### src/rtl/multicycle_control_v2_pkg.sv
// Shared definitions for the multicycle controller: state codes, opcodes,
// ALU operation codes and the opcode classifier.
package multicycle_control_v2_pkg;

  typedef enum logic [3:0] {
    S_FETCH   = 4'd0,
    S_DECODE  = 4'd1,
    S_MEMADR  = 4'd2,
    S_MEMRD   = 4'd3,
    S_MEMWB   = 4'd4,
    S_MEMWR   = 4'd5,
    S_EXEC    = 4'd6,
    S_RWB     = 4'd7,
    S_BEQ     = 4'd8,
    S_IEXEC   = 4'd9,
    S_IWB     = 4'd10,
    S_JUMP    = 4'd11,
    S_BNE     = 4'd12,
    S_ILLEGAL = 4'd13
  } state_e;

  typedef enum logic [3:0] {
    C_LW, C_SW, C_R, C_BEQ, C_BNE, C_ADDI, C_ANDI, C_ORI, C_J, C_BAD
  } op_class_e;

  localparam logic [5:0] OP_LW   = 6'b100011;
  localparam logic [5:0] OP_SW   = 6'b101011;
  localparam logic [5:0] OP_R    = 6'b000000;
  localparam logic [5:0] OP_BEQ  = 6'b000100;
  localparam logic [5:0] OP_BNE  = 6'b000101;
  localparam logic [5:0] OP_ADDI = 6'b001000;
  localparam logic [5:0] OP_ANDI = 6'b001100;
  localparam logic [5:0] OP_ORI  = 6'b001101;
  localparam logic [5:0] OP_J    = 6'b000010;

  localparam logic [2:0] ALU_ADD   = 3'd0;
  localparam logic [2:0] ALU_SUB   = 3'd1;
  localparam logic [2:0] ALU_FUNCT = 3'd2;
  localparam logic [2:0] ALU_AND   = 3'd3;
  localparam logic [2:0] ALU_OR    = 3'd4;

  function automatic op_class_e classify(input logic [5:0] op);
    case (op)
      OP_LW:   return C_LW;
      OP_SW:   return C_SW;
      OP_R:    return C_R;
      OP_BEQ:  return C_BEQ;
      OP_BNE:  return C_BNE;
      OP_ADDI: return C_ADDI;
      OP_ANDI: return C_ANDI;
      OP_ORI:  return C_ORI;
      OP_J:    return C_J;
      default: return C_BAD;
    endcase
  endfunction

endpackage

### src/rtl/multicycle_control_v2_out_decode.sv
// Moore output decode for the multicycle controller; mem_ready only
// qualifies the FETCH write strobes.
module mcc_out_decode
  import multicycle_control_v2_pkg::*;
#(
  parameter int ALUOP_W = 3
) (
  input  state_e               state,
  input  logic                 mem_ready,
  input  op_class_e            op_class,
  output logic                 pc_write,
  output logic                 pc_write_cond,
  output logic                 branch_ne,
  output logic                 iord,
  output logic                 mem_read,
  output logic                 mem_write,
  output logic                 mem_to_reg,
  output logic                 ir_write,
  output logic                 reg_dst,
  output logic                 reg_write,
  output logic                 alu_src_a,
  output logic [1:0]           alu_src_b,
  output logic [1:0]           pc_source,
  output logic [ALUOP_W-1:0]   alu_op,
  output logic                 illegal_op
);

  logic [2:0] alu_sel;

  always_comb begin
    pc_write      = 1'b0;
    pc_write_cond = 1'b0;
    branch_ne     = 1'b0;
    iord          = 1'b0;
    mem_read      = 1'b0;
    mem_write     = 1'b0;
    mem_to_reg    = 1'b0;
    ir_write      = 1'b0;
    reg_dst       = 1'b0;
    reg_write     = 1'b0;
    alu_src_a     = 1'b0;
    alu_src_b     = 2'b00;
    pc_source     = 2'b00;
    alu_sel       = ALU_ADD;
    illegal_op    = 1'b0;
    case (state)
      S_FETCH: begin
        mem_read  = 1'b1;
        alu_src_b = 2'b01;
        ir_write  = mem_ready;
        pc_write  = mem_ready;
      end
      S_DECODE: alu_src_b = 2'b11;
      S_MEMADR: begin
        alu_src_a = 1'b1;
        alu_src_b = 2'b10;
      end
      S_MEMRD: begin
        mem_read = 1'b1;
        iord     = 1'b1;
      end
      S_MEMWR: begin
        mem_write = 1'b1;
        iord      = 1'b1;
      end
      S_MEMWB: begin
        reg_write  = 1'b1;
        mem_to_reg = 1'b1;
      end
      S_EXEC: begin
        alu_src_a = 1'b1;
        alu_sel   = ALU_FUNCT;
      end
      S_RWB: begin
        reg_write = 1'b1;
        reg_dst   = 1'b1;
      end
      S_BEQ, S_BNE: begin
        alu_src_a     = 1'b1;
        alu_sel       = ALU_SUB;
        pc_write_cond = 1'b1;
        pc_source     = 2'b01;
        branch_ne     = (state == S_BNE);
      end
      S_IEXEC: begin
        alu_src_a = 1'b1;
        alu_src_b = 2'b10;
        case (op_class)
          C_ANDI:  alu_sel = ALU_AND;
          C_ORI:   alu_sel = ALU_OR;
          default: alu_sel = ALU_ADD;
        endcase
      end
      S_IWB:     reg_write = 1'b1;
      S_JUMP: begin
        pc_write  = 1'b1;
        pc_source = 2'b10;
      end
      S_ILLEGAL: illegal_op = 1'b1;
      default: ;
    endcase
  end

  assign alu_op = ALUOP_W'(alu_sel);

endmodule

### src/rtl/multicycle_control_v2.sv
// Multicycle CPU controller: state register, opcode class capture and
// retired-instruction counter; output decode lives in mcc_out_decode.
module multicycle_control_v2
  import multicycle_control_v2_pkg::*;
#(
  parameter int OPW      = 6,
  parameter int ALUOP_W  = 3,
  parameter int MEM_WAIT = 1,
  parameter int CNT_W    = 16
) (
  input  logic               clk,
  input  logic               reset,
  input  logic [OPW-1:0]     opcode,
  input  logic               mem_ready,
  output logic               pc_write,
  output logic               pc_write_cond,
  output logic               branch_ne,
  output logic               iord,
  output logic               mem_read,
  output logic               mem_write,
  output logic               mem_to_reg,
  output logic               ir_write,
  output logic               reg_dst,
  output logic               reg_write,
  output logic               alu_src_a,
  output logic [1:0]         alu_src_b,
  output logic [1:0]         pc_source,
  output logic [ALUOP_W-1:0] alu_op,
  output logic               illegal_op,
  output logic [3:0]         state_o,
  output logic [CNT_W-1:0]   retired
);

  state_e           state_q, state_d;
  op_class_e        class_q, class_d;
  logic [CNT_W-1:0] retired_q, retired_d;
  op_class_e        dec_class;
  logic             mem_rdy;

  assign mem_rdy = (MEM_WAIT != 0) ? mem_ready : 1'b1;
  // Opcodes wider than 6 bits are only legal with zero upper bits.
  assign dec_class = ((opcode >> 6) == '0) ? classify(opcode[5:0]) : C_BAD;

  always_comb begin
    state_d = state_q;
    class_d = class_q;
    case (state_q)
      S_FETCH: if (mem_rdy) state_d = S_DECODE;
      S_DECODE: begin
        class_d = dec_class;
        case (dec_class)
          C_LW, C_SW:             state_d = S_MEMADR;
          C_R:                    state_d = S_EXEC;
          C_BEQ:                  state_d = S_BEQ;
          C_BNE:                  state_d = S_BNE;
          C_ADDI, C_ANDI, C_ORI:  state_d = S_IEXEC;
          C_J:                    state_d = S_JUMP;
          default:                state_d = S_ILLEGAL;
        endcase
      end
      S_MEMADR: state_d = (class_q == C_LW) ? S_MEMRD : S_MEMWR;
      S_MEMRD:  if (mem_rdy) state_d = S_MEMWB;
      S_MEMWR:  if (mem_rdy) state_d = S_FETCH;
      S_EXEC:   state_d = S_RWB;
      S_IEXEC:  state_d = S_IWB;
      default:  state_d = S_FETCH;
    endcase

    retired_d = retired_q;
    if (state_d == S_FETCH && state_q != S_FETCH && state_q != S_ILLEGAL)
      retired_d = retired_q + CNT_W'(1);
  end

  always_ff @(posedge clk) begin
    if (!reset) begin
      state_q   <= S_FETCH;
      class_q   <= C_BAD;
      retired_q <= '0;
    end else begin
      state_q   <= state_d;
      class_q   <= class_d;
      retired_q <= retired_d;
    end
  end

  assign state_o = state_q;
  assign retired = retired_q;

  mcc_out_decode #(.ALUOP_W(ALUOP_W)) u_out_decode (
    .state         (state_q),
    .mem_ready     (mem_rdy),
    .op_class      (class_q),
    .pc_write      (pc_write),
    .pc_write_cond (pc_write_cond),
    .branch_ne     (branch_ne),
    .iord          (iord),
    .mem_read      (mem_read),
    .mem_write     (mem_write),
    .mem_to_reg    (mem_to_reg),
    .ir_write      (ir_write),
    .reg_dst       (reg_dst),
    .reg_write     (reg_write),
    .alu_src_a     (alu_src_a),
    .alu_src_b     (alu_src_b),
    .pc_source     (pc_source),
    .alu_op        (alu_op),
    .illegal_op    (illegal_op)
  );

endmodule

### config.mk
export PLATFORM = sky130hd
export DESIGN_NAME = multicycle_control_v2
export DESIGN_NICKNAME = d
export VERILOG_FILES = /design/src/rtl/multicycle_control_v2_pkg.sv /design/src/rtl/multicycle_control_v2_out_decode.sv /design/src/rtl/multicycle_control_v2.sv
export SDC_FILE = /design/constraint.sdc
export NUM_CORES = 1
export LEC_CHECK = 0
export ABC_AREA = 1
export ABC_CLOCK_PERIOD_IN_PS = 2600
export BUFFER_PORTS_ARGS = -buffer_cell sky130_fd_sc_hd__buf_2
export CORE_MARGIN = 5
export CORE_UTILIZATION = 23
export DETAILED_ROUTE_END_ITERATION = 7
export GPL_ROUTABILITY_DRIVEN = 0
export PLACE_DENSITY = 0.43
export SETUP_SLACK_MARGIN = 0.05
export SLEW_MARGIN = 20
export SYNTH_ARGS = -nofsm -noshare
export SYNTH_HDL_FRONTEND = slang
export SYNTH_SLANG_ARGS = --single-unit
### constraint.sdc
create_clock -name clk -period 2.6 [get_ports clk]
set_clock_uncertainty 0.1 [all_clocks]
set_input_delay 0.52 -clock clk [delete_from_list [all_inputs] [get_ports clk]]
set_output_delay 0.52 -clock clk [all_outputs]
set_load 0.05 [all_outputs]
==> flow_metrics.tcl <==
set metrics [dict create \
    status "completed" \
    syn-num-nets 267 \
    synth-edff-count 0 \
    min_period_ps 2260 \
    num_rows 32 \
    cap_violations 0 \
    vias 1823 \
    post_cts_buffers 0 \
    ir_worst_vdd_mv 0.265 \
    cts-resized-gates 0 \
    synth_flop_cell "dfxtp_1" \
    cts_tree "built" \
    syn_avg_cell_area_um2 6.95 \
    finalHoldViolCount 0 \
    grt.total_usage_pct 9.82 \
    route.detailed.wl_per_inst_um 11.8 \
    cts.sinks 24 \
    multi_input_area_um2 1170 \
    die_h_um 98.1 \
    grt_start_max_net_pins 24 \
    yosysTopAreaCell "dfxtp_1" \
    finalSetupViolCount 0 \
    synthCells 257 \
    io_pins 48 \
    rsz0062_at_grt "no" \
    final.fill_count 846 \
    cts_made_buffers 3 \
    timing.final.crit_share_pct 87.1 \
    final_util_pct 29.2 \
    cp.arrival_ps 1640 \
    die_w_um 98.1 \
    fin_cells 407 \
    yosys-top-cells-area "dfxtp_1, nand2_1, a21oi_1" \
    synth-seq-cells 24 \
    yosysWarningCount 0 \
    endpoint_kind "output port" \
    area_delta_synth_final_pct 25.0 \
    coreArea_um2 7650 \
    ys_seq_area_share_pct 26.9 \
    slew_violations 0 \
    netlist.area_leader.share_pct 26.9 \
    ys_types 37 \
    dieArea_um2 9630 \
    start_util_pct 23.4 \
    clock_path_buffers 2 \
    dr.pass1.iters 4 \
    grt_antenna_before_repair 0 \
    tightest_slew_ps 745 \
    grt_pass1_wl_um 8110 \
    finalPower_uw 1370 \
    final_cell_mix "nand2_1, buf_2, inv_1" \
    portBuffers 47 \
    root_buffer "clkbuf_8" \
    cp-start-kind "flip-flop" \
    cts_hold_buf 0 \
    post_drt_via_cell_ratio 4.48 \
    grt_pass1_vias 1747 \
    dp.cells 403 \
    diodes 0 \
    fmax_ghz 0.442 \
    ant_nets 0 \
    htree_levels 1 \
    hp-class "reg -> reg" \
    worst_skew_pair.late_latency_ps 270 \
    register_area_um2 480 \
    max_slew_margin_pct 50.3 \
    critPathMaxFanout 6 \
    path_clk_slew_ps 90 \
    drc 0 \
    finalSetupTns_ps 0 \
    postRouteWirelength_um 4820 \
    synthArstFlopShare_pct 0 \
    p_per_area_nw_per_um2 614 \
    drtIter0Drc 56 \
    cp_data_required_time_ps 1980 \
    p_leak_uw 0.000997 \
    final_layout_size_suffix_gt1_share_pct 31.5 \
    dp_hpwl_um 3810 \
    fin_nets 316 \
    path_class "reg -> out" \
    syn_area_um2 1790 \
    overflow 0 \
]
-- cell families after synthesis --
logic type	Yosys count	share of synthesized area, %
DFF	24	26.9
and+or+nand+nor	142	42.0
adders and majority gates	1	0.700
xor gates and xnor gates	14	6.86
buffers and inverters	39	9.73
AOI/OAI and AO/OA	37	13.8
-- final cells by class --
class,count,area share (%)
clock inverter,1,1.34
tap,102,5.71
inverter,32,5.38
sequential,24,21.5
clock buffer,3,1.85
multi-input combinational,194,52.2
timing repair buffer,51,12.0
-- through the flow --
stage               worst slack, ps  hold WS, ps  instance area, um2
floorplan                      -132          359                1820
detailed placement              221          389                2150
global placement                222          393                2150
global route                    163          414                2230
CTS                             130          396                2230
finish                          336          405                2230
-- power by group --
part	internal (uW)	total, uW	switching [uW]
sequential	393	418	25.6
combinational	148	618	470
clock	206	335	129
total	747	1370	625
-- flip-flops by register name, indices dropped and copies added, names as in the netlist --
signal,flops
retired,16
class_q,4
state_o,4
-- path summary, 6_finish.rpt --
kind	from	endpoint	slack (ps)	cells past startpoint
setup reg to reg	state_o[2]	retired[1]	430	13
hold reg to reg	class_q[0]	class_q[0]	400	1
setup / recovery	state_o[0]	alu_op[2]	340	6
hold / removal	class_q[0]	class_q[0]	400	1
-- worst max-delay path: stages (launching register included) --
cell and delay [ps]:
dfxtp_1 380, inv_1 70, or2_4 290, nor2_2 130, inv_1 110, nor3_4 110, buf_2 280
-- synth_stat cells (3+ instances only) --
master,instances
a21oi_1,23
buf_6,3
dfxtp_1,24
inv_1,26
inv_2,6
nand2_1,46
nand2_2,3
nand3_1,17
nand3_2,5
nand4_1,18
nor2_1,27
nor2_2,5
nor3_1,9
o211ai_1,3
o21ai_0,4
xnor2_1,5
xor2_1,9
-- per-layer routing --
metal / vias up / part of all wire (%) / routed length, um / global-route usage (%)
li1: 954 / - / - / -
met1: 813 / 48 / 2310 / 13.5
met2: 50 / 45 / 2150 / 15.5
met3: 6 / 6.0 / 287 / 2.64
met4: 0 / 1.3 / 61 / 2.10
met5: - / 0 / 0 / 0
Note: power is estimated with default switching activity, not from simulation.
